==> config.mk <==
export PLATFORM = sky130hd
export DESIGN_NAME = mem_bit_rmw_ctrl
export DESIGN_NICKNAME = d
export VERILOG_FILES = /design/src/rtl/mem_bit_rmw_ctrl.sv
export SDC_FILE = /design/constraint.sdc
export NUM_CORES = 1
export LEC_CHECK = 0
export CORE_MARGIN = 1.5
export CORE_UTILIZATION = 25
export CTS_CLUSTER_DIAMETER = 50
export DETAILED_ROUTE_END_ITERATION = 8
export MAX_ROUTING_LAYER = met4
export PLACE_DENSITY = 0.54
export SLEW_MARGIN = 15
export SYNTH_ARGS = -nofsm -noshare
export SYNTH_HDL_FRONTEND = slang
export SYNTH_SLANG_ARGS = --single-unit
==> constraint.sdc <==
create_clock -name clk -period 5.1 [get_ports clk]
set_clock_uncertainty 0.2 [all_clocks]
set_input_delay 1.275 -clock clk [delete_from_list [all_inputs] [get_ports clk]]
set_output_delay 1.275 -clock clk [all_outputs]
set_load 0.005 [all_outputs]
==> src/rtl/mem_bit_rmw_ctrl.sv <==
// Read-modify-write front-end for a zero-fill, bit-masked single-port SRAM.
// A masked write is turned into a read of the old word followed by a full
// write of the merged word, so bits outside the mask keep their old value.
// One transaction is in flight at a time. Requests and responses use
// valid/ready handshakes.
module mem_bit_rmw_ctrl #(
  parameter int ADDR       = 8,
  parameter int DATA_WIDTH = 32,
  parameter int DEPTH      = 256
) (
  input  logic                  clk,
  input  logic                  rst_n,
  input  logic                  req_valid,
  output logic                  req_ready,
  input  logic                  req_wr,
  input  logic [ADDR-1:0]       req_addr,
  input  logic [DATA_WIDTH-1:0] req_wdata,
  input  logic [DATA_WIDTH-1:0] req_mask,
  output logic                  rsp_valid,
  input  logic                  rsp_ready,
  output logic [DATA_WIDTH-1:0] rsp_rdata,
  output logic                  rsp_err,
  output logic                  mem_en,
  output logic                  mem_wr,
  output logic [ADDR-1:0]       mem_addr,
  output logic [DATA_WIDTH-1:0] mem_wr_data,
  output logic [DATA_WIDTH-1:0] mem_bit_mask,
  input  logic [DATA_WIDTH-1:0] mem_r_data
);

  typedef enum logic [2:0] {
    IDLE = 3'd0,
    RD   = 3'd1,
    CAP  = 3'd2,
    WR   = 3'd3,
    RSP  = 3'd4
  } state_t;

  // One extra bit so DEPTH == 2**ADDR is representable and never flags an error.
  localparam logic [ADDR:0] DEPTH_LIM = (ADDR + 1)'(DEPTH);

  state_t                state;
  logic                  wr_q;
  logic [DATA_WIDTH-1:0] wdata_q;
  logic [DATA_WIDTH-1:0] mask_q;
  logic [DATA_WIDTH-1:0] data_q;
  logic                  err_q;
  logic                  out_of_range;

  // Merge: masked bits come from the new data, the rest from the old word.
  function automatic logic [DATA_WIDTH-1:0] merge_word(
    input logic [DATA_WIDTH-1:0] old_word,
    input logic [DATA_WIDTH-1:0] new_word,
    input logic [DATA_WIDTH-1:0] mask
  );
    merge_word = (old_word & ~mask) | (new_word & mask);
  endfunction

  // Range check only feeds the state register, never the SRAM pins directly.
  assign out_of_range = ({1'b0, req_addr} >= DEPTH_LIM);

  // The merged word is always written in full, so the SRAM mask stays all ones.
  assign mem_bit_mask = '1;

  // Response fields come straight from registers that only change on accept
  // or capture, so they are stable under backpressure.
  assign rsp_rdata = data_q;
  assign rsp_err   = err_q;

  // Transaction FSM; all handshake and SRAM outputs are registered here.
  // mem_addr doubles as the latched request address.
  always_ff @(posedge clk or negedge rst_n) begin
    if (!rst_n) begin
      state       <= IDLE;
      wr_q        <= 1'b0;
      wdata_q     <= '0;
      mask_q      <= '0;
      data_q      <= '0;
      err_q       <= 1'b0;
      req_ready   <= 1'b1;
      rsp_valid   <= 1'b0;
      mem_en      <= 1'b0;
      mem_wr      <= 1'b0;
      mem_addr    <= '0;
      mem_wr_data <= '0;
    end else begin
      case (state)
        IDLE: begin
          if (req_valid) begin
            wr_q      <= req_wr;
            wdata_q   <= req_wdata;
            mask_q    <= req_mask;
            mem_addr  <= req_addr;
            req_ready <= 1'b0;
            if (out_of_range) begin
              // Answer immediately with an error and no SRAM access.
              err_q     <= 1'b1;
              data_q    <= '0;
              rsp_valid <= 1'b1;
              state     <= RSP;
            end else begin
              err_q  <= 1'b0;
              mem_en <= 1'b1;
              mem_wr <= 1'b0;
              state  <= RD;
            end
          end
        end

        RD: begin
          // Read strobe lasts exactly one cycle; data returns in CAP.
          mem_en <= 1'b0;
          state  <= CAP;
        end

        CAP: begin
          data_q <= mem_r_data;
          if (wr_q && (mask_q != '0)) begin
            mem_en      <= 1'b1;
            mem_wr      <= 1'b1;
            mem_wr_data <= merge_word(mem_r_data, wdata_q, mask_q);
            state       <= WR;
          end else begin
            // Reads and empty-mask writes need no write strobe.
            rsp_valid <= 1'b1;
            state     <= RSP;
          end
        end

        WR: begin
          mem_en    <= 1'b0;
          mem_wr    <= 1'b0;
          rsp_valid <= 1'b1;
          state     <= RSP;
        end

        RSP: begin
          // Returning through IDLE keeps a consumed response from
          // overlapping the next accept.
          if (rsp_ready) begin
            rsp_valid <= 1'b0;
            req_ready <= 1'b1;
            state     <= IDLE;
          end
        end

        default: begin
          mem_en    <= 1'b0;
          mem_wr    <= 1'b0;
          rsp_valid <= 1'b0;
          req_ready <= 1'b1;
          state     <= IDLE;
        end
      endcase
    end
  end

endmodule

==> results of run 1 <==
-- power by group --
part	internal, mW	total, mW	switching, mW
combinational	1.29	1.87	0.588
clock	0.776	1.29	0.518
sequential	1.73	2.10	0.368
total	3.79	5.27	1.47
-- metal layers --
metal / GRT usage [%] / up-vias / share of wire, %
met5: - / - / 0
met4: 3.60 / 0 / 1.1
met3: 3.75 / 10 / 5.2
met2: 19.8 / 135 / 49
met1: 15.4 / 1944 / 45
li1: - / 1761 / -
-- area by class of cell --
cell class	instances	area [sq um]
Clock buffer	17	425
Clock inverter	15	183
Fill cell	2333	15300
Inverter	4	15.0
Multi-Input combinational cell	236	2270
Sequential cell	144	3600
Tap cell	324	405
Timing Repair Buffer	189	1890
-- cells by family (layout without fill, tap and decap cells) --
kind of cell	Yosys count	in the layout	synth area share, %
compound gates	15	15	1.87
buf+inv	53	225	5.84
flops	144	144	59.0
mux	169	169	31.2
other cells	2	33	0.123
simple gates	19	19	1.95
-- worst max path at each step --
stage / start / to / slack [ps]
after floorplan: req_valid / wdata_q[23] / 2420
after global routing: req_valid / mask_q[19] / 2090
after global placement: req_valid / wdata_q[19] / 1820
after CTS: req_ready / req_ready / 2140
final: req_ready / req_ready / 2160
after detailed placement: req_valid / mask_q[23] / 1750
-- flip-flops by register name, indices dropped and copies added, names as in the netlist --
| name | count |
|---|---|
| mask_q | 32 |
| mem_wr_data | 32 |
| rsp_rdata | 32 |
| wdata_q | 32 |
| mem_addr | 8 |
| state | 3 |
| mem_en | 1 |
| mem_wr | 1 |
| req_ready | 1 |
| rsp_valid | 1 |
| wr_q | 1 |
-- metrics by stage --
step	std cells	setup WS (ps)	area [sq um]	hold slack, ps
after floorplan	433	2420	6220	275
after global placement	897	1820	8190	272
after detailed placement	897	1750	8190	274
after CTS	929	2140	8800	291
after global routing	929	2090	8800	313
final	929	2160	8800	293
-- synthesized netlist by cell type --
master / n / share of area (%)
dfrtp_1: 143 / 59
mux2_2: 142 / 26
buf_4: 40 / 4.9
mux2_1: 27 / 5.0
nor4_1: 9 / 0.92
buf_2: 6 / 0.49
inv_1: 4 / 0.25
a21oi_1: 3 / 0.25
clkbuf_1: 3 / 0.18
nor2_1: 3 / 0.18
and4_1: 2 / 0.29
conb_1: 2 / 0.12
a21boi_0: 1 / 0.12
a21oi_4: 1 / 0.27
a22oi_1: 1 / 0.12
a31o_2: 1 / 0.14
a31oi_1: 1 / 0.10
dfstp_2: 1 / 0.43
nand2_1: 1 / 0.061
nand2b_1: 1 / 0.10
nor3_1: 1 / 0.082
nor3b_2: 1 / 0.20
o211ai_1: 1 / 0.12
o21ai_0: 1 / 0.082
o21bai_1: 1 / 0.12
o22ai_1: 1 / 0.10
o2bb2ai_1: 1 / 0.14
o311a_1: 1 / 0.16
o31ai_1: 1 / 0.12
or2_2: 1 / 0.10
==> flow_metrics.py, run 1 <==
metrics = {
    "sta": {
        "hold_viol": 0,
        "post-route-period-util_pct": 57.6,
        "fin_tns_setup_ps": 0,
        "fmax_mhz": 340,
        "timing.slew.headroom_pct": 53.0,
        "rsz0062_at_grt": "false",
        "slew_viol_final": 0,
        "setup_violations": 0,
        "tightest_slew_ps": 703,
        "min_period_ps": 2940,
    },
    "die": {
        "io_pins": 218,
        "coreArea_sq_um": 24100,
        "rows": 57,
        "die_width_microns": 159,
        "start_util_pct": 25.3,
        "die_area_sq_um": 25400,
        "fp.dieH_microns": 159,
    },
    "layout": {
        "layout_commonest_cell": "clkdlybuf4s50_1",
        "synthToLayoutAreaGrowth_pct": 44.1,
        "antenna_cells": 0,
        "final_core_util_pct": 36.5,
        "final_cell_mix": "clkdlybuf4s50_1, dfrtp_1, mux2_2",
        "drive_above_1_share_pct": 30.7,
        "nets": 701,
    },
    "cts": {
        "clock_latency_ps": 410,
        "cts_made_buffers": 17,
        "hold_buffers": 0,
        "root_buffer": "clkbuf_16",
        "clk_pin_slew_ps": 60,
        "cts_setup_buffers": 0,
        "clk_path_buf_depth": 2,
        "htree_levels": 4,
        "tritoncts": "built",
        "cts_resized": 0,
        "cts_sinks": 144,
    },
    "power": {
        "ir_worst_vdd_uv": 221,
        "p_per_area_nw_per_um2": 599,
        "total_power_mw": 5.27,
        "power_leakage_nw": 3.58,
    },
    "place": {
        "place_hpwl_microns": 10500,
        "io_buffers": 184,
        "gp_congestion": 0.762,
    },
    "drt": {
        "antenna_left": 0,
        "dr.pass1.iters": 4,
        "routed_via_density": 4.14,
        "drt_iter0_markers": 136,
        "drc_errors": 0,
        "wl_per_cell_microns": 15.8,
        "vias": 3850,
        "routed_wl_microns": 14700,
    },
    "yosys": {
        "ys_seq_elements": 144,
        "ys_warn_count": 0,
        "synthesis.area_sq_um": 6100,
        "syn_avg_cell_area_sq_um": 15.2,
        "netlist_instances": 402,
        "ys_seq_area_share_pct": 59.0,
        "synth_cell_types": 30,
    },
    "critical_path": {
        "critPathArrivalTime_ps": 1460,
        "r2r_end": "mem_wr_data[8]",
        "cpPeakStageDelay_ps": 550,
        "critPathSlowestCell": "dfstp_2",
        "path_buf_inv": 1,
        "crit_family": "flip-flops",
        "rr_worst_depth": 5,
        "reg2reg_from": "state[2]",
        "cp.depth": 1,
        "cp_max_fo": 3,
        "worstSetupStartpointType": "flip-flop",
        "critPathKind": "flip-flop to output pin",
        "required_ps": 3620,
        "path_cells": "clkdlybuf4s50_1",
        "critPathCaptureType": "output pin",
        "reg2reg_slack_ps": 2530,
    },
    "grt": {
        "grt_use_total_pct": 12.5,
        "grt_pass1_wl_microns": 24100,
        "grt_pass1_vias": 4277,
        "grt_max_degree": 74,
        "antenna_found_initial": 0,
        "overflow": 0,
    },
    "outcome": {
        "status": "finished clean",
    },
    "flow_run": {
        "max-cap-violations": 0,
    },
    "min_path": {
        "min_path_cells": 1,
        "hold_path.startpoint": "mem_wr_data[27]",
        "holdPathEnd": "mem_wr_data[27]",
        "hold_class": "flip-flop to flip-flop",
    },
}
Note: power is estimated with default switching activity, not from simulation.
==> run 2: changes to the inputs <==
==> constraint.sdc (replaced) <==
create_clock -name clk -period 2.8 [get_ports clk]
set_clock_uncertainty 0.2 [all_clocks]
set_input_delay 0.7 -clock clk [delete_from_list [all_inputs] [get_ports clk]]
set_output_delay 0.7 -clock clk [all_outputs]
set_load 0.005 [all_outputs]
==> run 2 against run 1 <==
Compared with the run above:
- core utilization up 0.38 points
- via count is 0.18% lower
- critical endpoint unchanged
- critical path type unchanged
- wire length shrank 0.32%
==> flow_metrics.py, run 2 (synthesis results as in run 1) <==
metrics = {
    "layout": {
        "seqCellArea_sq_um": 3600,
        "multi_input_area_sq_um": 2270,
        "nets": 707,
        "final_cell_mix": "clkdlybuf4s50_1, dfrtp_1, mux2_2",
        "drive_above_1_share_pct": 31.0,
        "layout_commonest_cell": "clkdlybuf4s50_1",
        "fillCellCount": 2330,
        "synthToLayoutAreaGrowth_pct": 45.6,
        "final_cells": 933,
        "antenna_cells": 0,
    },
    "drt": {
        "wl_per_cell_microns": 15.7,
        "drc_errors": 0,
        "antenna_left": 0,
        "drt_iter0_markers": 175,
        "dr.pass1.iters": 4,
        "vias": 3843,
        "routed_via_density": 4.12,
        "routed_wl_microns": 14600,
    },
    "place": {
        "placedCellCount": 903,
        "place_hpwl_microns": 10700,
        "io_buffers": 184,
        "gp_congestion": 0.756,
    },
    "flow_run": {
        "max-cap-violations": 0,
    },
    "critical_path": {
        "critPathArrivalTime_ps": 1460,
        "path_cells": "clkdlybuf4s50_1",
        "cp_max_fo": 3,
        "r2r_end": "mem_wr_data[14]",
        "critPathSlowestCell": "dfstp_2",
        "worstSetupStartpointType": "flip-flop",
        "reg2reg_slack_ps": 550,
        "critPathKind": "flip-flop to output pin",
        "path_buf_inv": 1,
        "crit_family": "flip-flops",
        "rr_worst_depth": 5,
        "required_ps": 1900,
        "reg2reg_from": "mask_q[7]",
        "cpPeakStageDelay_ps": 540,
        "critPathCaptureType": "output pin",
    },
    "grt": {
        "grt_use_total_pct": 12.5,
        "grt_pass1_wl_microns": 24200,
        "grt_pass1_vias": 4249,
        "grt_max_degree": 51,
        "antenna_found_initial": 0,
        "overflow": 0,
    },
    "sta": {
        "min_period_ps": 2360,
        "fin_tns_setup_ps": 0,
        "post-route-period-util_pct": 84.1,
        "tightest_slew_ps": 503,
        "fmax_mhz": 425,
        "timing.slew.headroom_pct": 66.4,
        "hold_viol": 0,
        "rsz0062_at_grt": "false",
        "setup_violations": 0,
        "slew_viol_final": 0,
    },
    "cts": {
        "htree_levels": 4,
        "cts_made_buffers": 17,
        "tritoncts": "built",
        "hold_buffers": 0,
        "cts_setup_buffers": 0,
        "clk_path_buf_depth": 2,
        "cts_resized": 0,
        "cts_sinks": 144,
        "clk_pin_slew_ps": 60,
        "root_buffer": "clkbuf_16",
        "clock_latency_ps": 400,
    },
    "die": {
        "start_util_pct": 25.3,
        "die_area_sq_um": 25400,
        "io_pins": 218,
        "die_width_microns": 159,
        "rows": 57,
        "coreArea_sq_um": 24100,
        "fp.dieH_microns": 159,
    },
    "outcome": {
        "status": "finished clean",
    },
    "power": {
        "ir_worst_vdd_uv": 451,
        "power_leakage_nw": 3.64,
        "p_per_area_nw_per_um2": 1090,
    },
    "min_path": {
        "hold_class": "input pin to asynchronous set/reset pin",
    },
}
-- run 2: how the worst max path moves through the flow --
stage / cells past startpoint / start / endpoint
2_1_floorplan: 5 / req_valid / wdata_q[23]
3_3_place_gp: 6 / req_valid / mask_q[19]
3_5_place_dp: 6 / req_valid / wdata_q[30]
4_1_cts: 5 / mask_q[7] / mem_wr_data[14]
5_1_grt: 1 / req_ready / req_ready
6_report: 1 / req_ready / req_ready
-- run 2: per-layer routing --
metal / part of all wire (%) / wire [microns] / global-route usage, % / vias to the layer above
met4: 1.1 / 167 / 3.17 / 0
met5: 0 / 0 / - / -
met1: 44 / 6490 / 15.3 / 1929
li1: - / - / - / 1767
met3: 5.4 / 790 / 3.65 / 10
met2: 49 / 7200 / 20.2 / 137
-- run 2: cell type report --
cell class	count	share of cell area, %
Sequential cell	144	40.5
Multi-Input combinational cell	236	25.6
Timing Repair Buffer	195	22.2
Clock buffer	20	5.14
Tap cell	324	4.56
Clock inverter	10	1.82
Inverter	4	0.169
-- run 2: power breakdown --
part / switching (mW) / leakage (nW) / internal (mW)
clock: 0.856 / 0.306 / 1.53
sequential: 0.665 / 1.71 / 3.15
combinational: 1.07 / 1.63 / 2.39
total: 2.59 / 3.64 / 7.08
-- run 2: through the flow --
step	cell area, sq um	setup WS [ps]	power, mW	utilization [%]	hold slack, ps
finish	8890	444	9.66	36.9	17.6
global route	8890	380	10.3	36.9	25.8
CTS	8890	396	9.86	36.9	25.5
detailed placement	8270	159	7.40	34.3	274
global placement	8270	236	7.26	34.3	273
floorplan	6220	697	5.57	-	204
==> run 3: changes to the inputs <==
==> constraint.sdc (replaced) <==
create_clock -name clk -period 2.4 [get_ports clk]
set_clock_uncertainty 0.2 [all_clocks]
set_input_delay 0.6 -clock clk [delete_from_list [all_inputs] [get_ports clk]]
set_output_delay 0.6 -clock clk [all_outputs]
set_load 0.005 [all_outputs]
==> run 3 against run 2 <==
Compared with the run above:
- largest power group unchanged
- register-to-register slack got worse by 350 ps
- critical endpoint unchanged
- wire length increased by 1.5%
- highest routed layer unchanged
- non-clock buffer count increased by 5
==> flow_metrics.py, run 3 (synthesis results as in run 1) <==
metrics = {
    "outcome": {
        "status": "finished clean",
    },
    "critical_path": {
        "path_buf_inv": 1,
        "critPathArrivalTime_ps": 1450,
        "required_ps": 1600,
        "critPathCaptureType": "output pin",
        "cp_max_fo": 3,
        "critPathKind": "flip-flop to output pin",
        "reg2reg_from": "mask_q[7]",
        "path_cells": "clkdlybuf4s50_1",
        "worstSetupStartpointType": "flip-flop",
        "cpPeakStageDelay_ps": 550,
        "crit_family": "flip-flops",
        "critPathSlowestCell": "dfstp_2",
        "startpoint": "req_ready",
    },
    "layout": {
        "multi_input_area_sq_um": 2270,
        "drive_above_1_share_pct": 31.5,
        "nets": 712,
        "layout_commonest_cell": "clkdlybuf4s50_1",
        "synthToLayoutAreaGrowth_pct": 46.6,
        "stdcell_area_sq_um": 8950,
        "antenna_cells": 0,
        "seqCellArea_sq_um": 3600,
        "final_cells": 940,
        "final_core_util_pct": 37.1,
        "final_cell_mix": "clkdlybuf4s50_1, dfrtp_1, mux2_2",
        "fillCellCount": 2342,
    },
    "drt": {
        "drt_iter0_markers": 127,
        "wl_met2_microns": 7260,
        "routed_via_density": 4.17,
        "wl_per_cell_microns": 15.8,
        "antenna_left": 0,
        "wl_met1_microns": 6670,
        "routed_wl_microns": 14900,
        "dr.pass1.iters": 4,
        "vias": 3916,
        "dr.max_layer_used": "met4",
        "drc_errors": 0,
        "dr_wl_met3_microns": 707,
    },
    "grt": {
        "grt_pass1_vias": 4275,
        "grt_pass1_wl_microns": 24200,
        "antenna_found_initial": 0,
        "grt_use_total_pct": 12.7,
        "grt_max_degree": 48,
        "overflow": 0,
    },
    "sta": {
        "fin_tns_setup_ps": 0,
        "setup_violations": 0,
        "fmax_mhz": 445,
        "slew_viol_final": 0,
        "rsz0062_at_grt": "false",
        "min_period_ps": 2250,
        "layout_setup_ws_ps": 151,
        "hold_viol": 0,
        "post-route-period-util_pct": 93.7,
        "hold_slack_ps": 287,
    },
    "flow_run": {
        "max-cap-violations": 0,
    },
    "cts": {
        "clk_path_buf_depth": 2,
        "cts_made_buffers": 17,
        "clock_latency_ps": 410,
        "root_buffer": "clkbuf_16",
        "cts_resized": 0,
        "tritoncts": "built",
        "cts_setup_buffers": 0,
        "htree_levels": 4,
        "cts_sinks": 144,
        "clk_pin_slew_ps": 60,
        "hold_buffers": 1,
    },
    "power": {
        "ir_worst_vdd_uv": 432,
        "total_power_mw": 11.3,
        "p_per_area_nw_per_um2": 1260,
        "power_leakage_nw": 3.66,
    },
    "min_path": {
        "hold_path.startpoint": "mem_wr_data[17]",
        "hold_class": "flip-flop to flip-flop",
    },
    "place": {
        "place_hpwl_microns": 10900,
        "placedCellCount": 907,
        "io_buffers": 184,
        "dpl_worst_slack_ps": -99.4,
        "gp_congestion": 0.730,
        "placed_cell_area_sq_um": 8330,
    },
    "die": {
        "die_area_sq_um": 25400,
        "fp.dieH_microns": 159,
        "start_util_pct": 25.3,
        "coreArea_sq_um": 24100,
        "die_width_microns": 159,
        "io_pins": 218,
        "rows": 57,
    },
}
-- run 3: final cells by class --
cell class                      count  area share [%]
Clock buffer                       25            5.76
Timing Repair Buffer              200            22.8
Tap cell                          324            4.53
Multi-Input combinational cell    236            25.4
Clock inverter                      7            1.09
Inverter                            4           0.168
Sequential cell                   144            40.3
-- run 3: layer usage --
layer  global-route usage [%]  vias up
met4                     4.50        0
met2                     20.0      141
met1                     15.6     1982
li1                         -     1782
met3                     3.39       11
met5                        -        -
-- run 3: power by group --
group	internal, mW	total, mW	switching [mW]
registers	3.68	4.46	0.784
clock network	1.70	2.74	1.03
logic	2.84	4.10	1.26
-- run 3: final timing paths --
path	end	slack (ps)	depth (start not counted)
max	req_ready	150	1
min	mem_wr_data[17]	290	1
max in group asynchronous	req_ready	900	3
max reg2reg	mem_wr_data[9]	200	6
min in group asynchronous	rsp_rdata[19]	460	2
min reg2reg	mem_wr_data[17]	290	1
